$ cat src/rtl/i2s_receiver.sv
`default_nettype none
// ============================================================================
// Module      : i2s_receiver
// Description : Oversampling I2S receiver; deserialises left-justified
//               left/right words and delivers stereo frames over valid/ready.
//               Optional frame FIFO enabled by defining I2S_RX_FIFO_EN.
// Revision    : 1.0 - initial release
// ============================================================================
module i2s_receiver #(
    parameter int WORD_WIDTH = 16,
    parameter int FIFO_DEPTH = 4
) (
    input  logic                  clk,
    input  logic                  rst,
    input  logic                  i2s_bclk,
    input  logic                  i2s_lrclk,
    input  logic                  i2s_din,
    output logic [WORD_WIDTH-1:0] o_left,
    output logic [WORD_WIDTH-1:0] o_right,
    output logic                  o_valid,
    input  logic                  i_ready,
    output logic                  o_synced,
    output logic                  o_frame_error,
    output logic                  o_overrun,
    input  logic                  i_clear_overrun
);

    localparam int                 c_CNT_W    = $clog2(WORD_WIDTH + 2);
    localparam logic [c_CNT_W-1:0] c_CNT_ONE  = c_CNT_W'(1);
    localparam logic [c_CNT_W-1:0] c_CNT_FULL = c_CNT_W'(WORD_WIDTH);
    localparam logic [c_CNT_W-1:0] c_CNT_SAT  = c_CNT_W'(WORD_WIDTH + 1);

    typedef enum logic [0:0] {
        ST_SYNC    = 1'b0,
        ST_RECEIVE = 1'b1
    } state_t;

    state_t                r_state;
    logic                  r_bclk_meta, r_bclk_sync, r_bclk_dly;
    logic                  r_lr_meta, r_lr_sync;
    logic                  r_din_meta, r_din_sync;
    logic                  r_prev_lr;
    logic                  r_ws_seen;
    logic [c_CNT_W-1:0]    r_cnt;
    logic [WORD_WIDTH-1:0] r_shift;
    logic [WORD_WIDTH-1:0] r_left_hold;
    logic                  r_left_valid;

    logic w_rise;
    logic w_ws_change;
    logic w_word_ok;
    logic w_push;
    logic w_pop;
    logic w_accept;

    assign w_rise      = r_bclk_sync & ~r_bclk_dly;
    assign w_ws_change = r_lr_sync ^ r_prev_lr;
    assign w_word_ok   = (r_cnt == c_CNT_FULL);
    // A frame is complete when a full right word ends while a left word waits.
    assign w_push      = w_rise && (r_state == ST_RECEIVE) && w_ws_change &&
                         w_word_ok && r_prev_lr && r_left_valid;
    assign w_pop       = o_valid & i_ready;
    assign o_synced    = (r_state == ST_RECEIVE);

    always_ff @(posedge clk or posedge rst) begin
        if (rst) begin
            r_bclk_meta   <= 1'b0;
            r_bclk_sync   <= 1'b0;
            r_bclk_dly    <= 1'b0;
            r_lr_meta     <= 1'b0;
            r_lr_sync     <= 1'b0;
            r_din_meta    <= 1'b0;
            r_din_sync    <= 1'b0;
            r_state       <= ST_SYNC;
            r_prev_lr     <= 1'b0;
            r_ws_seen     <= 1'b0;
            r_cnt         <= '0;
            r_shift       <= '0;
            r_left_hold   <= '0;
            r_left_valid  <= 1'b0;
            o_frame_error <= 1'b0;
        end else begin
            r_bclk_meta   <= i2s_bclk;
            r_bclk_sync   <= r_bclk_meta;
            r_bclk_dly    <= r_bclk_sync;
            r_lr_meta     <= i2s_lrclk;
            r_lr_sync     <= r_lr_meta;
            r_din_meta    <= i2s_din;
            r_din_sync    <= r_din_meta;
            o_frame_error <= 1'b0;
            if (w_rise) begin
                r_prev_lr <= r_lr_sync;
                r_ws_seen <= 1'b1;
                case (r_state)
                    ST_SYNC: begin
                        // The first sample after reset only establishes a reference.
                        if (r_ws_seen && w_ws_change) begin
                            r_state <= ST_RECEIVE;
                            r_shift <= {{(WORD_WIDTH-1){1'b0}}, r_din_sync};
                            r_cnt   <= c_CNT_ONE;
                        end
                    end
                    ST_RECEIVE: begin
                        if (w_ws_change) begin
                            if (!w_word_ok) begin
                                o_frame_error <= 1'b1;
                                r_left_valid  <= 1'b0;
                            end else if (!r_prev_lr) begin
                                r_left_hold  <= r_shift;
                                r_left_valid <= 1'b1;
                            end else begin
                                r_left_valid <= 1'b0;
                            end
                            r_shift <= {{(WORD_WIDTH-1){1'b0}}, r_din_sync};
                            r_cnt   <= c_CNT_ONE;
                        end else begin
                            if (r_cnt < c_CNT_FULL)
                                r_shift <= {r_shift[WORD_WIDTH-2:0], r_din_sync};
                            if (r_cnt < c_CNT_SAT)
                                r_cnt <= r_cnt + c_CNT_ONE;
                        end
                    end
                    default: r_state <= ST_SYNC;
                endcase
            end
        end
    end

`ifdef I2S_RX_FIFO_EN
    localparam int c_AW = $clog2(FIFO_DEPTH);

    logic [WORD_WIDTH-1:0] r_mem_left  [FIFO_DEPTH];
    logic [WORD_WIDTH-1:0] r_mem_right [FIFO_DEPTH];
    logic [c_AW:0]         r_wr_ptr;
    logic [c_AW:0]         r_rd_ptr;
    logic                  w_empty;
    logic                  w_full;

    assign w_empty  = (r_wr_ptr == r_rd_ptr);
    assign w_full   = (r_wr_ptr[c_AW] != r_rd_ptr[c_AW]) &&
                      (r_wr_ptr[c_AW-1:0] == r_rd_ptr[c_AW-1:0]);
    assign w_accept = w_push && (!w_full || w_pop);
    assign o_valid  = ~w_empty;
    assign o_left   = r_mem_left[r_rd_ptr[c_AW-1:0]];
    assign o_right  = r_mem_right[r_rd_ptr[c_AW-1:0]];

    always_ff @(posedge clk or posedge rst) begin
        if (rst) begin
            r_wr_ptr <= '0;
            r_rd_ptr <= '0;
            for (int i = 0; i < FIFO_DEPTH; i++) begin
                r_mem_left[i]  <= '0;
                r_mem_right[i] <= '0;
            end
        end else begin
            if (w_accept) begin
                r_mem_left[r_wr_ptr[c_AW-1:0]]  <= r_left_hold;
                r_mem_right[r_wr_ptr[c_AW-1:0]] <= r_shift;
                r_wr_ptr                        <= r_wr_ptr + 1'b1;
            end
            if (w_pop)
                r_rd_ptr <= r_rd_ptr + 1'b1;
        end
    end
`else
    assign w_accept = w_push && (!o_valid || w_pop);

    always_ff @(posedge clk or posedge rst) begin
        if (rst) begin
            o_left  <= '0;
            o_right <= '0;
            o_valid <= 1'b0;
        end else if (w_accept) begin
            o_left  <= r_left_hold;
            o_right <= r_shift;
            o_valid <= 1'b1;
        end else if (w_pop) begin
            o_valid <= 1'b0;
        end
    end
`endif

    // A dropped frame in the same cycle as a clear request keeps the flag set.
    always_ff @(posedge clk or posedge rst) begin
        if (rst)
            o_overrun <= 1'b0;
        else if (w_push && !w_accept)
            o_overrun <= 1'b1;
        else if (i_clear_overrun)
            o_overrun <= 1'b0;
    end

endmodule
`default_nettype wire

$ cat config.mk
export PLATFORM = sky130hd
export DESIGN_NAME = i2s_receiver
export DESIGN_NICKNAME = d
export VERILOG_FILES = /design/src/rtl/i2s_receiver.sv
export SDC_FILE = /design/constraint.sdc
export NUM_CORES = 1
export LEC_CHECK = 0
export CAP_MARGIN = 20
export CORE_UTILIZATION = 44
export CTS_CLUSTER_DIAMETER = 60
export DETAILED_ROUTE_END_ITERATION = 16
export GPL_ROUTABILITY_DRIVEN = 0
export GPL_TIMING_DRIVEN = 1
export PLACE_DENSITY = 0.64
export SYNTH_ARGS = -nofsm -noshare
export SYNTH_HDL_FRONTEND = slang
export SYNTH_SLANG_ARGS = --single-unit
$ cat constraint.sdc
create_clock -name clk -period 3.9 [get_ports clk]
set_clock_uncertainty 0.2 [all_clocks]
set_input_delay 0.39 -clock clk [delete_from_list [all_inputs] [get_ports clk]]
set_output_delay 0.39 -clock clk [all_outputs]
set_load 0.02 [all_outputs]
==> impl_metrics.json, run 1 <==
{
  "path_clk_slew_ps": 80,
  "final_common_cell": "dfrtp_1",
  "fin_crit_sh_pct": 58.1,
  "finalSetupViolCount": 0,
  "dpl_cell_area_sq_mm": 0.00376,
  "grt_pass1_vias": 1733,
  "die_h_microns": 88.5,
  "wl_mm": 5.05,
  "endpoint_kind": "flop",
  "design.core.area_sq_mm": 0.00725,
  "h-tree-depth": 3,
  "synth_cell_types": 32,
  "holdBufCountCts": 0,
  "timing.setup.tns_ps": 0,
  "rows": 31,
  "n_fill_cell": 632,
  "hp-class": "flop to flop",
  "postCtsSetupBuffers": 0,
  "critPathRequiredTime_ps": 3930,
  "num_vias": 1737,
  "final_util_pct": 55.0,
  "crit_path_max_incr_delay_ps": 520,
  "maxCapViolCount": 0,
  "first_iter_violations": 40,
  "seq_area_frac_synth_pct": 63.0,
  "tightest_slew_ps": 1030,
  "io_buffer_count": 42,
  "crit_path_top_delay_cell": "nand2b_4",
  "async_reset_ff_share_pct": 100,
  "power.density_mw_per_mm2": 425,
  "drv_slew": 0,
  "irDropWorstVdd_mv": 0.191,
  "start_kind": "flop",
  "area_growth_pct": 21.0,
  "dieArea_sq_mm": 0.00784,
  "routedWlPerCell_microns": 14.3,
  "syn_nets": 212,
  "clock.fmax_mhz": 441,
  "synth_cells": 203,
  "layout.nets": 259,
  "cellLeakagePower_nw": 2.00,
  "path_cells": "inv_1 > ha_1 > and4bb_2 > nand4_2 > nand2b_4 > mux2_2",
  "synth_ff_type": "dfrtp_1",
  "clock_latency_ps": 350,
  "crit_type": "flop to flop",
  "clk_path_buf_depth": 2,
  "finalNonFillerCells": 354,
  "worst_slack_ps": 1630,
  "min_period_ps": 2270,
  "hold_ws_ps": 153,
  "drc_errors": 0,
  "cts-root-buf": "clkbuf_8",
  "initial_core_util_pct": 45.4,
  "yosysWarnings": 0,
  "antenna_found_initial": 0,
  "post_cts_resize_count": 0,
  "layout_common_cells": "83 x dfrtp_1, 42 x clkdlybuf4s50_1, 30 x mux2_4",
  "grt_pass1_wl_mm": 8.58,
  "ant_nets": 0,
  "rsz0062_at_grt": "no",
  "firstDrtPassIters": 4,
  "antenna_cells": 0,
  "synth_edf_count": 0,
  "io_pins": 43,
  "preCtsSetupSlack_ps": 1600,
  "ys_seq_elements": 83,
  "syn_area_sq_mm": 0.00330,
  "final_area_sq_mm": 0.00399,
  "dp.cells": 338,
  "crit_arrival_ps": 2300,
  "total_power_mw": 1.69,
  "gr-usage-all-layers_pct": 15.0,
  "clkSinkCount": 83,
  "dpl.hpwl_mm": 3.36,
  "avgSynthCellArea_sq_um": 16.2,
  "grt_overflow": 0,
  "numCtsBuffers": 9,
  "status": "complete, no violations",
  "path_max_fanout": 32,
  "die_x_microns": 88.5,
  "finalHoldViolCount": 0,
  "vias_per_cell": 4.91,
  "cts_tree": "yes",
  "drive_gt1_share_pct": 30.2,
  "max_slew_margin_pct": 31.0,
  "grt_max_degree": 34
}
logic make-up (layout without fill, tap and decap cells):
family | after synthesis | count (layout) | share of synthesized area, %
compound gates | 29 | 29 | 6.95
fa+ha+maj | 2 | 2 | 0.759
buf+inv | 12 | 64 | 3.23
mux | 50 | 50 | 20.5
simple gates | 25 | 25 | 4.78
xor+xnor | 2 | 2 | 0.759
flops | 83 | 83 | 63.0
state kept, by name, indices dropped and copies added (netlist names), 5 cells and up:
register	cells
r_left_hold	16
r_shift	16
r_cnt	5
o_right	16
o_left	16
cells in the mapped netlist, types with 2 or more instances:
cell	count	share of area (%)
a22o_1	17	4.5
ha_1	2	0.76
and2_1	2	0.38
mux2_2	20	6.8
nand2b_1	2	0.38
nor2_1	3	0.34
dfrtp_1	83	63
buf_2	4	0.61
inv_1	4	0.46
a31o_2	2	0.53
mux2_4	30	14
o21ai_0	5	0.76
nand2_1	8	0.91
buf_12	3	1.8
worst max-delay path: cells and delay by family, from the launching register on:
family	cells	cell delay (ps)
and+or+nand+nor	3	890
DFF	1	430
muxes	1	400
buffers and inverters	1	60
adders and majority gates	1	190
area by class of cell:
type	instances	area, sq um	share of cell area [%]
clock buffer	9	124	3.11
clock inverter	7	98.8	2.48
inverter	4	16.3	0.408
multi-input combinational	108	1110	27.9
sequential	83	2080	52.1
tap	99	124	3.11
timing repair buffer	44	435	10.9
layer usage:
layer	GRT usage [%]	routed length, microns	vias to the layer above
li1	-	-	825
met1	21.4	2550	861
met2	20.8	2220	40
met3	4.76	177	11
met4	7.33	92	0
met5	0	0	-
path summary, 6_finish.rpt:
| kind | end | slack, ps | cells after the start | startpoint |
|---|---|---|---|---|
| max | o_right[15] | 1630 | 6 | r_cnt[0] |
| min in group asynchronous | o_right[12] | 160 | 2 | rst |
| max in group asynchronous | o_overrun | 2550 | 3 | rst |
| min reg2reg | r_lr_sync | 150 | 0 | r_lr_meta |
| max reg2reg | o_right[15] | 1630 | 6 | r_cnt[0] |
| min | r_lr_sync | 150 | 0 | r_lr_meta |
where the power goes:
part           internal, mW  switching (mW)
logic                0.0408          0.0597
clock network         0.367           0.312
registers             0.885          0.0289
Note: power is estimated with default switching activity, not from simulation.
==> run 2, diff against run 1 <==
Clock period 3.9 ns to 2.3 ns, I/O delays scaled along.
==> impl_metrics.json, run 2 (synthesis results as in run 1) <==
{
  "routedWlPerCell_microns": 14.8,
  "io_pins": 43,
  "grt_max_degree": 32,
  "cellLeakagePower_nw": 2.02,
  "crit_type": "flop to flop",
  "clock.fmax_mhz": 466,
  "crit_arrival_ps": 2170,
  "firstDrtPassIters": 11,
  "reg2reg_depth": 7,
  "clkSinkCount": 83,
  "critPathRequiredTime_ps": 2330,
  "initial_core_util_pct": 45.4,
  "crit_path_max_incr_delay_ps": 440,
  "clk_path_buf_depth": 2,
  "die_x_microns": 88.5,
  "r2r-start": "r_cnt[0]",
  "crit_start": "r_cnt[0]",
  "antenna_found_initial": 0,
  "comb_power_share_pct": 6.7,
  "finalHoldViolCount": 0,
  "violations": "DRC",
  "area_growth_pct": 22.5,
  "postCtsSetupBuffers": 0,
  "grt_pass1_vias": 1781,
  "rows": 31,
  "h-tree-depth": 3,
  "dieArea_sq_mm": 0.00784,
  "hp-class": "primary input to async pin",
  "power.switching_mw": 0.662,
  "finalSetupViolCount": 0,
  "numCtsBuffers": 9,
  "cts_tree": "yes",
  "maxCapViolCount": 0,
  "path_max_fanout": 12,
  "ant_nets": 0,
  "clock_latency_ps": 350,
  "start_kind": "flop",
  "rsz0062_at_grt": "no",
  "grt_overflow": 0,
  "grt_pass1_wl_mm": 9.00,
  "drv_slew": 0,
  "vias_per_cell": 5.01,
  "dpl_cell_area_sq_mm": 0.00384,
  "gr-usage-all-layers_pct": 15.8,
  "dpl.hpwl_mm": 3.60,
  "num_vias": 1802,
  "timing.setup.tns_ps": 0,
  "wl_mm": 5.34,
  "die_h_microns": 88.5,
  "antenna_cells": 0,
  "final_common_cell": "dfrtp_1",
  "seqPwrFrac_pct": 56.7,
  "endpoint_kind": "flop",
  "tightest_slew_ps": 563,
  "drc_errors": 2,
  "holdBufCountCts": 0,
  "path_clk_slew_ps": 80,
  "final_area_sq_mm": 0.00404,
  "io_buffer_count": 42,
  "status": "finished, violations left",
  "r2r_slack_ps": 160,
  "power.share.clock_pct": 36.6,
  "cts-root-buf": "clkbuf_8",
  "post_cts_resize_count": 0,
  "path_cells": "inv_1 > ha_1 > and4bb_2 > nand4_2 > nand2b_4 > buf_4 > mux2_2",
  "fin_crit_sh_pct": 93.2,
  "design.core.area_sq_mm": 0.00725,
  "max_slew_margin_pct": 62.4,
  "crit_path_top_delay_cell": "dfrtp_1",
  "irDropWorstVdd_mv": 0.379,
  "drive_gt1_share_pct": 31.8,
  "min_period_ps": 2140,
  "power.density_mw_per_mm2": 678,
  "p_int_mw": 2.08,
  "layout_common_cells": "83 x dfrtp_1, 42 x clkdlybuf4s50_1, 30 x mux2_4",
  "layout.nets": 266,
  "switching_share_pct": 24.2,
  "first_iter_violations": 47
}
-- run 2: cell types whose count changed in the layout (fill, tap and decap cells not counted), sizes merged --
| cell | previous run | this run |
|---|---|---|
| buf | 2 | 9 |
| clkinvlp | 0 | 3 |
| inv | 6 | 3 |
| bufinv | 2 | 1 |
-- run 2: metal layers --
metal | GRT usage (%) | vias up | wire (microns)
met3 | 3.54 | 12 | 202
met4 | 9.97 | 0 | 133
met5 | 0 | - | 0
met2 | 22.0 | 40 | 2340
met1 | 22.3 | 908 | 2660
li1 | - | 842 | -
-- run 2: path summary, 6_finish.rpt --
kind                               to
setup / recovery           o_left[15]
hold / removal             o_right[7]
setup reg to reg           o_left[15]
hold reg to reg             r_lr_sync
max in group asynchronous  r_din_sync
min in group clk            r_lr_meta
-- run 2: layout make-up --
cell class                      count  area (sq um)
Inverter                            4          18.8
Multi-Input combinational cell    108          1110
Clock buffer                        9           124
Timing Repair Buffer               51           513
Tap cell                           99           124
Clock inverter                      6          67.6
Fill cell                         608          3220
Sequential cell                    83          2080
-- run 2: critical path, delay by kind of cell (launching register included) --
kind          cells  cell delay [ps]
simple gates      3              520
flops             1              440
mux               1              360
buf+inv           2              320
fa+ha+maj         1              190
-- run 2: power groups by stage --
stage	sequential, mW	combinational (mW)	clock, mW
floorplan	1.57	0.124	0
global placement	1.58	0.182	0
detailed placement	1.58	0.186	0
CTS	1.55	0.188	1.04
global route	1.56	0.213	1.11
finish	1.55	0.184	1.00
-- run 2: metrics by stage --
stage / util [%] / power, mW / hold WS, ps / instances / setup slack [ps]
2_1_floorplan: - / 1.69 / 61.4 / 203 / 309
3_3_place_gp: 53.0 / 1.76 / 134 / 345 / 239
3_5_place_dp: 53.0 / 1.77 / 136 / 345 / 173
4_1_cts: 55.6 / 2.78 / 97.6 / 360 / 164
5_1_grt: 55.6 / 2.88 / 124 / 360 / 77.1
6_report: 55.6 / 2.74 / 85.5 / 360 / 156
==> run 3, diff against run 2 <==
Settings changed: CTS_CLUSTER_SIZE set to 12.
==> results of run 3 <==
Same layout as run 2: the final DEF is identical, and so are final timing and power.
